[config.mk]
export PLATFORM = sky130hd
export DESIGN_NAME = unidade_adiantamento_flat
export DESIGN_NICKNAME = d
export VERILOG_FILES = /design/src/rtl/unidade_adiantamento_if.sv /design/src/rtl/unidade_adiantamento.sv /design/src/flat_wrapper.sv
export SDC_FILE = /design/constraint.sdc
export NUM_CORES = 1
export LEC_CHECK = 0
export ABC_AREA = 1
export BUFFER_PORTS_ARGS = -buffer_cell sky130_fd_sc_hd__buf_2
export CAP_MARGIN = 20
export CORE_UTILIZATION = 30
export DETAILED_ROUTE_END_ITERATION = 7
export SYNTH_ARGS = -nofsm -noshare
export SYNTH_HDL_FRONTEND = slang
export SYNTH_SLANG_ARGS = --single-unit
[constraint.sdc]
create_clock -name clk -period 4.1 [get_ports clk]
set_clock_uncertainty 0.1 [all_clocks]
set_input_delay 0.41 -clock clk [delete_from_list [all_inputs] [get_ports clk]]
set_output_delay 0.41 -clock clk [all_outputs]
set_load 0.05 [all_outputs]
[src/rtl/unidade_adiantamento_if.sv]
// unidade_adiantamento_if
// Bundles the ID-stage request fields and the forwarding/hazard responses
// exchanged between the pipeline control and unidade_adiantamento.
//   master : drives the ID instruction fields and flush, reads the responses
//   slave  : the forwarding unit itself
interface unidade_adiantamento_if #(
    parameter int REG_BITS  = 5,
    parameter int CONT_BITS = 16
);
    logic                 id_valido;
    logic [REG_BITS-1:0]  id_rs1;
    logic [REG_BITS-1:0]  id_rs2;
    logic [REG_BITS-1:0]  id_rd;
    logic                 id_regwrite;
    logic                 id_memread;
    logic                 flush;
    logic [1:0]           seletor_a;
    logic [1:0]           seletor_b;
    logic                 stall;
    logic [CONT_BITS-1:0] cont_bolhas;

    modport master (
        output id_valido, id_rs1, id_rs2, id_rd, id_regwrite, id_memread, flush,
        input  seletor_a, seletor_b, stall, cont_bolhas
    );

    modport slave (
        input  id_valido, id_rs1, id_rs2, id_rd, id_regwrite, id_memread, flush,
        output seletor_a, seletor_b, stall, cont_bolhas
    );
endinterface

[src/rtl/unidade_adiantamento.sv]
// unidade_adiantamento
// Forwarding and load-use hazard unit for a 5-stage pipeline. Shadows the
// EX and MEM slots and, on each edge, registers the operand-mux selects for
// the instruction entering EX. Raises a combinational stall on a load-use
// hazard and counts every inserted bubble (stall or flush).
// Ports:
//   clk   : clock, rising edge
//   rst_n : asynchronous active-low reset
//   bus   : slave side of unidade_adiantamento_if (ID fields, flush in;
//           seletor_a/b, stall, cont_bolhas out)
// Selector encoding: 00 register file, 10 EX/MEM result, 01 MEM/WB result.
module unidade_adiantamento #(
    parameter int REG_BITS  = 5,
    parameter int CONT_BITS = 16
) (
    input  logic                    clk,
    input  logic                    rst_n,
    unidade_adiantamento_if.slave   bus
);
    localparam logic [1:0] SEL_RF  = 2'b00;
    localparam logic [1:0] SEL_EX  = 2'b10;
    localparam logic [1:0] SEL_MEM = 2'b01;

    typedef struct packed {
        logic                valid;
        logic [REG_BITS-1:0] rd;
        logic                regwrite;
        logic                memread;
    } slot_t;

    localparam slot_t BUBBLE = '{valid: 1'b0, rd: '0, regwrite: 1'b0, memread: 1'b0};

    slot_t                ex_q, ex_d;
    slot_t                mem_q, mem_d;
    logic [1:0]           sel_a_q, sel_a_d;
    logic [1:0]           sel_b_q, sel_b_d;
    logic [CONT_BITS-1:0] cont_q, cont_d;
    logic                 stall;
    logic                 accept;

    // A slot can supply a value only if it really writes a nonzero register.
    function automatic logic hit(input slot_t s, input logic [REG_BITS-1:0] rs);
        return s.valid && s.regwrite && (s.rd != '0) && (s.rd == rs);
    endfunction

    // EX checked first: the newest producer wins.
    function automatic logic [1:0] pick(input slot_t ex, input slot_t mem,
                                        input logic [REG_BITS-1:0] rs);
        if (hit(ex, rs))       return SEL_EX;
        else if (hit(mem, rs)) return SEL_MEM;
        else                   return SEL_RF;
    endfunction

    // Both sources are compared even when the instruction ignores rs2;
    // a spurious stall costs one cycle but is never wrong. flush wins.
    always_comb begin
        stall = bus.id_valido && ex_q.valid && ex_q.memread && ex_q.regwrite &&
                (ex_q.rd != '0) &&
                ((ex_q.rd == bus.id_rs1) || (ex_q.rd == bus.id_rs2)) &&
                !bus.flush;
    end

    assign accept = bus.id_valido && !stall && !bus.flush;

    always_comb begin
        mem_d   = ex_q;
        ex_d    = BUBBLE;
        sel_a_d = SEL_RF;
        sel_b_d = SEL_RF;
        if (accept) begin
            ex_d.valid    = 1'b1;
            ex_d.rd       = bus.id_rd;
            ex_d.regwrite = bus.id_regwrite;
            ex_d.memread  = bus.id_memread;
            // Current EX/MEM slots become MEM/WB next cycle, matching the
            // mux inputs the entering instruction will see.
            sel_a_d       = pick(ex_q, mem_q, bus.id_rs1);
            sel_b_d       = pick(ex_q, mem_q, bus.id_rs2);
        end
        cont_d = cont_q;
        if ((stall || bus.flush) && (cont_q != '1))
            cont_d = cont_q + CONT_BITS'(1);
    end

    always_ff @(posedge clk or negedge rst_n) begin
        if (!rst_n) begin
            ex_q    <= BUBBLE;
            mem_q   <= BUBBLE;
            sel_a_q <= SEL_RF;
            sel_b_q <= SEL_RF;
            cont_q  <= '0;
        end else begin
            ex_q    <= ex_d;
            mem_q   <= mem_d;
            sel_a_q <= sel_a_d;
            sel_b_q <= sel_b_d;
            cont_q  <= cont_d;
        end
    end

    assign bus.seletor_a   = sel_a_q;
    assign bus.seletor_b   = sel_b_q;
    assign bus.stall       = stall;
    assign bus.cont_bolhas = cont_q;
endmodule

[src/flat_wrapper.sv]
// flat-port wrapper written by rule: the top's interface ports become plain ports
module unidade_adiantamento_flat 
#(
    parameter int REG_BITS  = 5,
    parameter int CONT_BITS = 16
)
  (clk, rst_n, bus_id_valido, bus_id_rs1, bus_id_rs2, bus_id_rd, bus_id_regwrite, bus_id_memread, bus_flush, bus_seletor_a, bus_seletor_b, bus_stall, bus_cont_bolhas);
  unidade_adiantamento_if #(.REG_BITS(REG_BITS), .CONT_BITS(CONT_BITS)) bus_i ();
  input  logic clk;
  input  logic rst_n;
  input wire logic [$bits(bus_i.id_valido)-1:0] bus_id_valido;
  input wire logic [$bits(bus_i.id_rs1)-1:0] bus_id_rs1;
  input wire logic [$bits(bus_i.id_rs2)-1:0] bus_id_rs2;
  input wire logic [$bits(bus_i.id_rd)-1:0] bus_id_rd;
  input wire logic [$bits(bus_i.id_regwrite)-1:0] bus_id_regwrite;
  input wire logic [$bits(bus_i.id_memread)-1:0] bus_id_memread;
  input wire logic [$bits(bus_i.flush)-1:0] bus_flush;
  output wire logic [$bits(bus_i.seletor_a)-1:0] bus_seletor_a;
  output wire logic [$bits(bus_i.seletor_b)-1:0] bus_seletor_b;
  output wire logic [$bits(bus_i.stall)-1:0] bus_stall;
  output wire logic [$bits(bus_i.cont_bolhas)-1:0] bus_cont_bolhas;
  assign bus_i.id_valido = bus_id_valido;
  assign bus_i.id_rs1 = bus_id_rs1;
  assign bus_i.id_rs2 = bus_id_rs2;
  assign bus_i.id_rd = bus_id_rd;
  assign bus_i.id_regwrite = bus_id_regwrite;
  assign bus_i.id_memread = bus_id_memread;
  assign bus_i.flush = bus_flush;
  assign bus_seletor_a = bus_i.seletor_a;
  assign bus_seletor_b = bus_i.seletor_b;
  assign bus_stall = bus_i.stall;
  assign bus_cont_bolhas = bus_i.cont_bolhas;
  unidade_adiantamento #(.REG_BITS(REG_BITS), .CONT_BITS(CONT_BITS)) u_core (.clk(clk), .rst_n(rst_n), .bus(bus_i));
endmodule
==> results.yml <==
pwr:
  combPwrFrac_pct: 23.8
  power_mw: 0.8563
  vdd_drop_max_v: 0.0002334
  clkPwrFrac_pct: 28.8
  p_sw_share_pct: 35.61
  internal_power_mw: 0.5513
  p_sw_mw: 0.3049
  p_seq_share_pct: 47.5
  powerDensity_nw_per_um2: 374.0
  leakagePower_nw: 1.249
clocking:
  root_buffer: "clkbuf_8"
  ctsHtreeMaxLevel: 2
  numCtsBuffers: 5
  clock_sinks: 35
  clk_latency_ns: 0.29
  cts_tree: "done"
  cts_resized: 0
  cts_buffer_depth: 2
  clk_pin_slew_ns: 0.07
  cts_setup_buffers: 0
  cts-hold-fix-buffers: 0
route:
  first_iter_violations: 78
  firstDrtPassIters: 4
  route.detailed.drc: 0
  vias: 1620
  via_per_inst: 4.438
  antenna_left: 0
  wl_um: 4016
  post_drt_wl_per_cell_um: 11.00
floorplanning:
  num_io_pins: 42
  fp.dieArea_um2: 6773
  num_rows: 28
  dieWidth_um: 82.30
  initial_core_util_pct: 31.92
  core_area_um2: 6061
  die_h_um: 82.30
logic_synthesis:
  syn_avg_cell_area_um2: 7.895
  yosysMostFrequentCell: "nand2_1"
  syn-instance-count: 245
  synth_edf_count: 0
  yosys_warnings: 0
  netlist_top_cells_count: "nand2_1, dfrtp_1, inv_1"
  yosys_most_used_dff: "dfrtp_1"
  netlist_area_um2: 1934
  postSynth.asyncResetShare_pct: 100.0
  ys_seq_elements: 35
  yosysTopAreaCellShare_pct: 45.28
  ys_top_cells_by_area: "dfrtp_1, nand2_1, nand3_1, inv_1, xnor2_1"
  synth.largest_area_cell: "dfrtp_1"
  seq_area_frac_synth_pct: 45.28
  synth_cell_types: 24
  syn_nets: 267
grt:
  grt_max_degree: 36
  grt_pass1_vias: 1520
  grt_pass1_wl_um: 6527
  antenna_found_initial: 0
  grt_usage_pct: 13.02
  grt_overflow: 0
placed_design:
  dp_hpwl_um: 3026
  port_buffers: 41
  place_area_um2: 2205
  gp_congestion: 0.8740
sta:
  final_hold_viol_count: 0
  min_period_ns: 2.135
  hold_slack_ns: 0.09071
  worst_pin_slew_ns: 0.7779
  setup_viol: 0
  maxSlewViolCount: 0
  period_share_pct: 52.08
  slew_headroom_pct: 48.14
  setup_tns_ns: 0
  rsz0062_at_grt: "false"
  max_freq_mhz: 468.4
critical_path:
  cp_max_fo: 5
  critPathSlowestCell: "dfrtp_1"
  crit_type: "flip-flop to primary output"
  start_kind: "flip-flop"
  cp_data_arrival_time_ns: 1.63
  crit_buf_inv: 2
  max_stage_delay_ns: 0.43
  worstSetupEndpointType: "primary output"
  cp.required_ns: 3.59
  crit_family: "simple AND/OR/NAND/NOR gates"
  critical_path.cell_chain: "inv_1 -> nand2_1 -> nand2_1 -> nor2_1 -> nand3_1 -> nand2_1 -> nand2_2 -> nor2_1 -> buf_2"
  ff2ff_setup_slack_ns: 2.27
  worst_path_most_repeated_cell: "nand2_1"
layout:
  drive_gt1_share_pct: 20.69
  syn_to_final_growth_pct: 18.37
  antenna_cells: 0
  nets: 311
  fill_cells: 650
  final_util_pct: 37.78
  stdcell_area_um2: 2290
hold_path:
  min_path_type: "primary input to asynchronous set/reset pin"
status:
  outcome: "complete, no violations"
flow_run:
  drv_cap: 0
[per-stage QoR]
step,setup slack (ns),instances
floorplan,2.093,245
global placement,2.171,357
detailed placement,2.163,357
CTS,1.932,365
global route,1.786,365
finish,1.965,365
[state kept, by name (all words and copies together), names as in the netlist]
| register | cells |
|---|---|
| u_core.bus.cont_bolhas | 16 |
| u_core.mem_q | 7 |
| u_core.bus.seletor_a | 2 |
| u_core.bus.seletor_b | 2 |
| u_core.ex_q | 8 |
[worst paths after layout]
kind	to	cells after the start	startpoint
max	bus_stall	9	u_core.ex_q[3]
min	u_core.bus.cont_bolhas[11]	1	rst_n
max reg2reg	u_core.bus.cont_bolhas[1]	7	u_core.bus.cont_bolhas[0]
min reg2reg	u_core.mem_q[1]	0	u_core.ex_q[1]
max in group asynchronous	u_core.bus.cont_bolhas[2]	1	rst_n
min in group clk	u_core.ex_q[3]	3	bus_id_rd[1]
[cell type report]
cell class                      instances  area (um2)  area share, %
Clock buffer                            6       72.57          3.169
Clock inverter                          2       12.51         0.5464
Inverter                               35       131.4          5.738
Multi-Input combinational cell        171       898.4          39.23
Sequential cell                        35       875.8          38.25
Tap cell                               75       93.84          4.098
Timing Repair Buffer                   41       205.2          8.962
[routing by layer]
| metal | wire length [um] | vias to the layer above | track usage (%) | part of all wire, % |
|---|---|---|---|---|
| li1 | - | 839 | - | - |
| met1 | 1850 | 736 | 14.66 | 46 |
| met2 | 1921 | 38 | 23.14 | 48 |
| met3 | 183 | 7 | 3.297 | 4.6 |
| met4 | 61 | 0 | 5.614 | 1.5 |
| met5 | 0 | - | 0 | 0 |
[cells in the final DEF (no fill, tap or decap), drive strengths merged]
master and n:
nand2 74, buf 41, dfrtp 35, inv 34, nand3 27, nor2 27, xnor2 13, xor2 12
nor3 10, clkbuf 6, nand4 5, clkinv 2, or2 2, ha 1, clkinvlp 1
[kinds of logic after synthesis]
family / after synthesis / share of synthesized area (%)
simple gates: 145 / 34.48
flops: 35 / 45.28
xor+xnor: 25 / 11.32
buf+inv: 39 / 8.279
fa+ha+maj: 1 / 0.6467
[power by group through the flow]
| stage | sequential [mW] | combinational (mW) | clock, mW |
|---|---|---|---|
| 6_report | 0.406 | 0.204 | 0.246 |
| 5_1_grt | 0.411 | 0.222 | 0.269 |
| 4_1_cts | 0.407 | 0.207 | 0.255 |
| 3_5_place_dp | 0.413 | 0.206 | 0 |
| 3_3_place_gp | 0.413 | 0.203 | 0 |
| 2_1_floorplan | 0.482 | 0.0775 | 0 |
Note: power is estimated with default switching activity, not from simulation.
